$ cat config.mk
export PLATFORM = sky130hd
export DESIGN_NAME = led_scan_driver
export DESIGN_NICKNAME = d
export VERILOG_FILES = /design/src/rtl/led_pkg.sv /design/src/rtl/led_scan_timer.sv /design/src/rtl/led_scan_driver.sv
export SDC_FILE = /design/constraint.sdc
export NUM_CORES = 1
export LEC_CHECK = 0
export ABC_AREA = 1
export BUFFER_PORTS_ARGS = -buffer_cell sky130_fd_sc_hd__buf_2
export CAP_MARGIN = 20
export CORE_ASPECT_RATIO = 0.5
export CORE_MARGIN = 2
export CORE_UTILIZATION = 52
export DETAILED_ROUTE_END_ITERATION = 16
export PLACE_DENSITY = 0.84
export SLEW_MARGIN = 40
export SYNTH_ARGS = -nofsm -noshare
export SYNTH_HDL_FRONTEND = slang
export SYNTH_SLANG_ARGS = --single-unit
$ cat constraint.sdc
create_clock -name clk -period 2.5 [get_ports clk]
set_input_delay 0.25 -clock clk [delete_from_list [all_inputs] [get_ports clk]]
set_output_delay 0.25 -clock clk [all_outputs]
set_load 0.02 [all_outputs]
$ cat src/rtl/led_pkg.sv
// Shared types and helpers for the LED scan driver.
//   dig_code_t : 5-bit digit code, bit4 = decimal point, bits3:0 = hex value
//   SEG_OFF    : active-low segment pattern with every segment dark
//   seg7_dec   : digit code -> active-low {dp,g,f,e,d,c,b,a}
package led_pkg;

    typedef logic [4:0] dig_code_t;

    localparam logic [7:0] SEG_OFF = 8'hFF;

    function automatic logic [7:0] seg7_dec(dig_code_t code);
        logic [6:0] seg;
        unique case (code[3:0])
            4'h0: seg = 7'h3F;
            4'h1: seg = 7'h06;
            4'h2: seg = 7'h5B;
            4'h3: seg = 7'h4F;
            4'h4: seg = 7'h66;
            4'h5: seg = 7'h6D;
            4'h6: seg = 7'h7D;
            4'h7: seg = 7'h07;
            4'h8: seg = 7'h7F;
            4'h9: seg = 7'h6F;
            4'hA: seg = 7'h77;
            4'hB: seg = 7'h7C;
            4'hC: seg = 7'h39;
            4'hD: seg = 7'h5E;
            4'hE: seg = 7'h79;
            4'hF: seg = 7'h71;
        endcase
        return ~{code[4], seg};
    endfunction

endpackage

$ cat src/rtl/led_scan_timer.sv
// Slot timer for the LED scan driver.
// Ports:
//   clk           system clock
//   rst           synchronous active-high reset
//   idx_o         digit index currently being scanned
//   in_blank_o    slot counter is inside the anti-ghost blank gap
//   frame_start_o counter and index are both zero (frame boundary)
module led_scan_timer #(
    parameter int unsigned N_DIG = 4,
    parameter int unsigned DWELL = 50000,
    parameter int unsigned BLANK = 8,
    localparam int unsigned IW = (N_DIG > 1) ? $clog2(N_DIG) : 1
) (
    input  logic          clk,
    input  logic          rst,
    output logic [IW-1:0] idx_o,
    output logic          in_blank_o,
    output logic          frame_start_o
);

    localparam int unsigned CW = (DWELL > 1) ? $clog2(DWELL) : 1;

    logic [CW-1:0] cnt_q, cnt_d;
    logic [IW-1:0] idx_q, idx_d;

    always_comb begin
        cnt_d = cnt_q + 1'b1;
        idx_d = idx_q;
        if (cnt_q == CW'(DWELL - 1)) begin
            cnt_d = '0;
            if (idx_q == IW'(N_DIG - 1)) begin
                idx_d = '0;
            end else begin
                idx_d = idx_q + 1'b1;
            end
        end
    end

    always_ff @(posedge clk) begin
        if (rst) begin
            cnt_q <= '0;
            idx_q <= '0;
        end else begin
            cnt_q <= cnt_d;
            idx_q <= idx_d;
        end
    end

    assign idx_o         = idx_q;
    assign in_blank_o    = (cnt_q < CW'(BLANK));
    assign frame_start_o = (cnt_q == '0) && (idx_q == '0);

endmodule

$ cat src/rtl/led_scan_driver.sv
// Time-multiplexed driver for an N-digit common-anode 7-segment display.
// Digit codes are double-buffered: i_load fills the pending buffer, and the
// display buffer copies it only at a frame boundary so a frame never mixes
// old and new digits.
// Ports:
//   clk       system clock
//   rst       synchronous active-high reset
//   i_digits  digit codes, digit k = i_digits[5k+4:5k]
//   i_load    strobe: capture i_digits into the pending buffer
//   o_seg     active-low segments {dp,g,f,e,d,c,b,a} (registered)
//   o_an      active-low digit enables (registered)
//   o_frame   one-cycle pulse after the display buffer updates (registered)
// Build option: define LED_SCAN_LZB_EN to enable leading-zero blanking.
module led_scan_driver #(
    parameter int unsigned N_DIG = 4,
    parameter int unsigned DWELL = 50000,
    parameter int unsigned BLANK = 8
) (
    input  logic               clk,
    input  logic               rst,
    input  logic [5*N_DIG-1:0] i_digits,
    input  logic               i_load,
    output logic [7:0]         o_seg,
    output logic [N_DIG-1:0]   o_an,
    output logic               o_frame
);
    import led_pkg::*;

    localparam int unsigned IW = (N_DIG > 1) ? $clog2(N_DIG) : 1;

    logic [IW-1:0] idx;
    logic          in_blank;
    logic          frame_start;

    led_scan_timer #(
        .N_DIG (N_DIG),
        .DWELL (DWELL),
        .BLANK (BLANK)
    ) u_timer (
        .clk           (clk),
        .rst           (rst),
        .idx_o         (idx),
        .in_blank_o    (in_blank),
        .frame_start_o (frame_start)
    );

    logic [5*N_DIG-1:0] pend_q, pend_d;
    logic [5*N_DIG-1:0] disp_q, disp_d;
    logic [7:0]         seg_q, seg_d;
    logic [N_DIG-1:0]   an_q, an_d;
    logic               frame_q;

    dig_code_t        codes [N_DIG];
    logic [N_DIG-1:0] dig_blank;
    dig_code_t        code;

    // On the boundary cycle the display must already show the incoming
    // buffer, so the mux reads the next-state value rather than disp_q.
    always_comb begin
        pend_d = i_load ? i_digits : pend_q;
        disp_d = frame_start ? pend_q : disp_q;
        for (int k = 0; k < int'(N_DIG); k++) begin
            codes[k] = disp_d[5*k +: 5];
        end
    end

`ifdef LED_SCAN_LZB_EN
    // A digit blanks while it and every higher digit are 5'h00; a set dp makes
    // the code non-zero, which ends the run at and below that digit.
    always_comb begin
        logic run;
        dig_blank = '0;
        run       = 1'b1;
        for (int k = int'(N_DIG) - 1; k >= 0; k--) begin
            run          = run & (codes[k] == 5'h00);
            dig_blank[k] = run;
        end
        dig_blank[0] = 1'b0;
    end
`else
    assign dig_blank = '0;
`endif

    always_comb begin
        code = codes[idx];
        if (in_blank || dig_blank[idx]) begin
            an_d  = '1;
            seg_d = SEG_OFF;
        end else begin
            an_d  = ~(N_DIG'(1) << idx);
            seg_d = seg7_dec(code);
        end
    end

    always_ff @(posedge clk) begin
        if (rst) begin
            pend_q  <= '0;
            disp_q  <= '0;
            seg_q   <= SEG_OFF;
            an_q    <= '1;
            frame_q <= 1'b0;
        end else begin
            pend_q  <= pend_d;
            disp_q  <= disp_d;
            seg_q   <= seg_d;
            an_q    <= an_d;
            frame_q <= frame_start;
        end
    end

    assign o_seg   = seg_q;
    assign o_an    = an_q;
    assign o_frame = frame_q;

endmodule

==> impl_results.rst <==
.. list-table::
   :header-rows: 1

   * - Metric
     - Value
   * - Result of the run
     - finished clean
   * - Final Max Tran Viols
     - 0
   * - Most common cell after layout, fill and taps aside
     - sky130_fd_sc_hd__nand2_1
   * - Die area
     - 6990 sq um
   * - Overall track demand over capacity in global routing
     - 0.217
   * - Total Nets Final
     - 529
   * - Pin count of the biggest net entering global routing
     - 31
   * - Worst-Skew Late Latency
     - around 0.34 ns
   * - Via count of the first global-routing pass
     - about 2500
   * - Wire length of the first global-routing pass
     - roughly 11000 um
   * - Drt initial violations
     - 230
   * - Routability Congestion
     - ~0.80
   * - Final ANT Viol Nets
     - 0
   * - Level count of the clock H-tree
     - 3
   * - Total number of vias
     - a little under 3000
   * - Instance count after placement with tap cells included
     - between 500 and 600
   * - Synth cell types
     - 32
   * - Fin cells
     - between 500 and 600
   * - Endpoint arrival time on the critical path
     - ~2.6 ns
   * - Remaining global-route overflow
     - 0
   * - Site row count
     - 20
   * - Residual DRC count
     - 0
   * - Time the worst path needs with I/O delays and setup
     - 2.36 ns
   * - Final HPWL from detailed placement
     - 4790 um
   * - Kind of cell with the highest combined delay on the critical path
     - simple AND/OR/NAND/NOR gates
   * - FFs w/ async S/R, synth
     - 0
   * - Floorplan core area
     - 6080 sq um
   * - Net count after synthesis
     - between 400 and 500
   * - Setup-failing EPs final
     - 0
   * - Highest achievable clock rate
     - 0.423 GHz
   * - Final hold slack
     - around 0.14 ns
   * - Static leakage
     - around 0.0018 uW
   * - Overall power of the completed layout
     - approximately 3000 uW
   * - Number of clock buffers inserted by TritonCTS
     - 9
   * - Total of warnings raised by yosys
     - 0
   * - Synthesized netlist cell count
     - 451
   * - Relative slew margins
     - 0.472
   * - Syn avg cell area
     - 7.27 sq um
   * - Series of cell instances along the critical path
     - inv_2, ha_4, nand2_1, inv_1, nand2_1, nor2_4, nand2_8, o21ai_1, nand2_1, nand3_1, nand2_2, ha_1, inv_1, nor2_1, a21oi_1, nand2_1
   * - Startpoint Class
     - register
   * - Number of clock sinks seen by CTS
     - 71
   * - Max VDD drop
     - around 0.43 mV
   * - Worst-path clk slew
     - 0.06 ns
   * - Iteration count of the initial detailed-routing pass
     - 5
   * - Worst Setup End Kind
     - register
   * - Clock tree from TritonCTS
     - yes
   * - Critical path buffers and inverters
     - 3
   * - Top-level I/O count
     - 36
   * - Cell mode on critical path
     - sky130_fd_sc_hd__nand2_1
   * - Commonest cells after routing, fill and taps aside
     - sky130_fd_sc_hd__nand2_1 (100), sky130_fd_sc_hd__dfxtp_1 (70), sky130_fd_sc_hd__nor2_1 (60)
   * - Die H
     - 60.1 um
   * - Number of antenna violations at the first check in global routing
     - 0
   * - Effective utilization at floorplan
     - 0.539
   * - Commonest register cell after synthesis
     - sky130_fd_sc_hd__dfxtp_1
   * - Worst slew pin tran
     - roughly 0.79 ns
   * - Max Buffers Root-to-Sink
     - 2
   * - Layout area overhead
     - 20.3%
   * - Kind of critical path
     - register to register
   * - Final Skew
     - roughly 0.0080 ns
   * - Fraction of layout cells with a size suffix above 1
     - 0.194
   * - Horizontal die dimension
     - 116 um
   * - Sequential area share after synthesis
     - 0.434
   * - Detailed-route wire length per cell
     - approximately 13 um
   * - Worst stage delay on the critical path
     - 0.31 ns
   * - Maximum net fanout on the critical path
     - 6
   * - Share of the clock period used by the worst path
     - 0.945
   * - Routed Wire Length
     - roughly 7400 um
   * - Number of hold violations in the final report
     - 0
   * - Total of flip-flops plus latches after synthesis
     - 71
   * - Data required, critical path
     - ~2.7 ns
   * - Slowest-stage cell, CP
     - sky130_fd_sc_hd__dfxtp_1
   * - MaxCap Viol Count
     - 0
   * - Diode insertion count for antenna repair
     - 0
   * - Number of enable-type register cells in the synthesized netlist
     - 0
   * - Number of buffer cells added on primary ports
     - 35
   * - Cell area after synthesis
     - between 3000 and 4000 sq um
   * - Via density per instance
     - 5.08
   * - Cell chosen for the clock root
     - sky130_fd_sc_hd__clkbuf_16
   * - Pwr Density
     - between 700 and 800 nW/um^2
   * - Min-Delay Path Class
     - input port to register
[logic make-up (layout without fill, tap and decap cells)]
group | Yosys count | after routing | share of synthesized area
flops | 71 | 71 | 0.434
buf+inv | 67 | 113 | 0.0859
simple gates | 231 | 233 | 0.315
xor+xnor | 1 | 1 | 0.00267
mux | 3 | 3 | 0.00916
fa+ha+maj | 12 | 12 | 0.0458
compound gates | 66 | 66 | 0.108
[metal layers]
layer / share of wire / routed length [um] / vias up / global-route usage
met1: 0.46 / 3400 / 1361 / 0.283
li1: - / - / 1524 / -
met5: 0 / 0 / - / 0
met2: 0.47 / 3450 / 79 / 0.331
met3: 0.055 / 406 / 19 / 0.0791
met4: 0.021 / 157 / 0 / 0.0833
[registers in the layout, summed over array words and instances (netlist names)]
signal / count
o_an: 4
u_timer.idx_o: 2
o_frame: 1
o_seg: 8
disp_q: 20
u_timer.cnt_q: 16
pend_q: 20
[where the power goes]
part           switching [uW]  total [uW]  internal, uW
logic                     268         415           147
clock network             475        1380           900
registers                21.9        1210          1190
total                     766        3000          2240
[final cells by class]
class / count / area [sq um]
clock buffers: 11 / 243
clock inverters: 5 / 81.3
fillers: 518 / 2140
inverters: 51 / 194
multi-input cells: 315 / 1630
flip-flops and latches: 71 / 1420
well taps: 88 / 110
repair buffers: 46 / 258
[metrics by stage]
| step | area (sq um) | setup WS [ns] | util | setup TNS, ns |
|---|---|---|---|---|
| floorplan | 3280 | 0.0869 | - | 0 |
| global placement | 3530 | 0.269 | 0.581 | 0 |
| detailed placement | 3530 | 0.164 | 0.581 | 0 |
| CTS | 3860 | 0.115 | 0.634 | 0 |
| global route | 3940 | -0.00938 | 0.648 | -0.00938 |
| finish | 3940 | 0.137 | 0.648 | 0 |
[path summary, 6_finish.rpt]
kind                 endpoint             start  slack [ns]  cells after the start
max                  o_seg[1]  u_timer.idx_o[1]        0.14                     16
min                pend_q[12]      i_digits[12]        0.14                      3
max reg2reg          o_seg[1]  u_timer.idx_o[1]        0.14                     16
min reg2reg  u_timer.cnt_q[0]  u_timer.cnt_q[0]        0.45                      1
[cells in the mapped netlist (all sizes together) (3+ instances only)]
cell type / count / share of area
nor3: 3 / 0.0046
nand2: 113 / 0.14
clkbuf: 8 / 0.0092
nand4: 3 / 0.0057
inv: 51 / 0.058
ha: 12 / 0.046
dfxtp: 71 / 0.43
or2: 3 / 0.0057
mux2i: 3 / 0.0092
o21ai: 36 / 0.060
nor2: 65 / 0.081
nand3: 41 / 0.067
buf: 8 / 0.018
a21oi: 27 / 0.041
[worst reg2reg max path: cells and delay by family (launching register included)]
family                     cells  cell delay, ns
DFF                            1            0.31
adders and majority gates      2            0.43
and+or+nand+nor                9            0.93
buffers and inverters          3            0.20
AOI/OAI and AO/OA              2            0.35
[timing repair]
item                                    CTS  global route
hold buffers                              0             0
setup buffers                             0             3
gates resized for setup                   0            11
endpoints found under the setup margin    0             4
(Power assumes the default switching activity.)
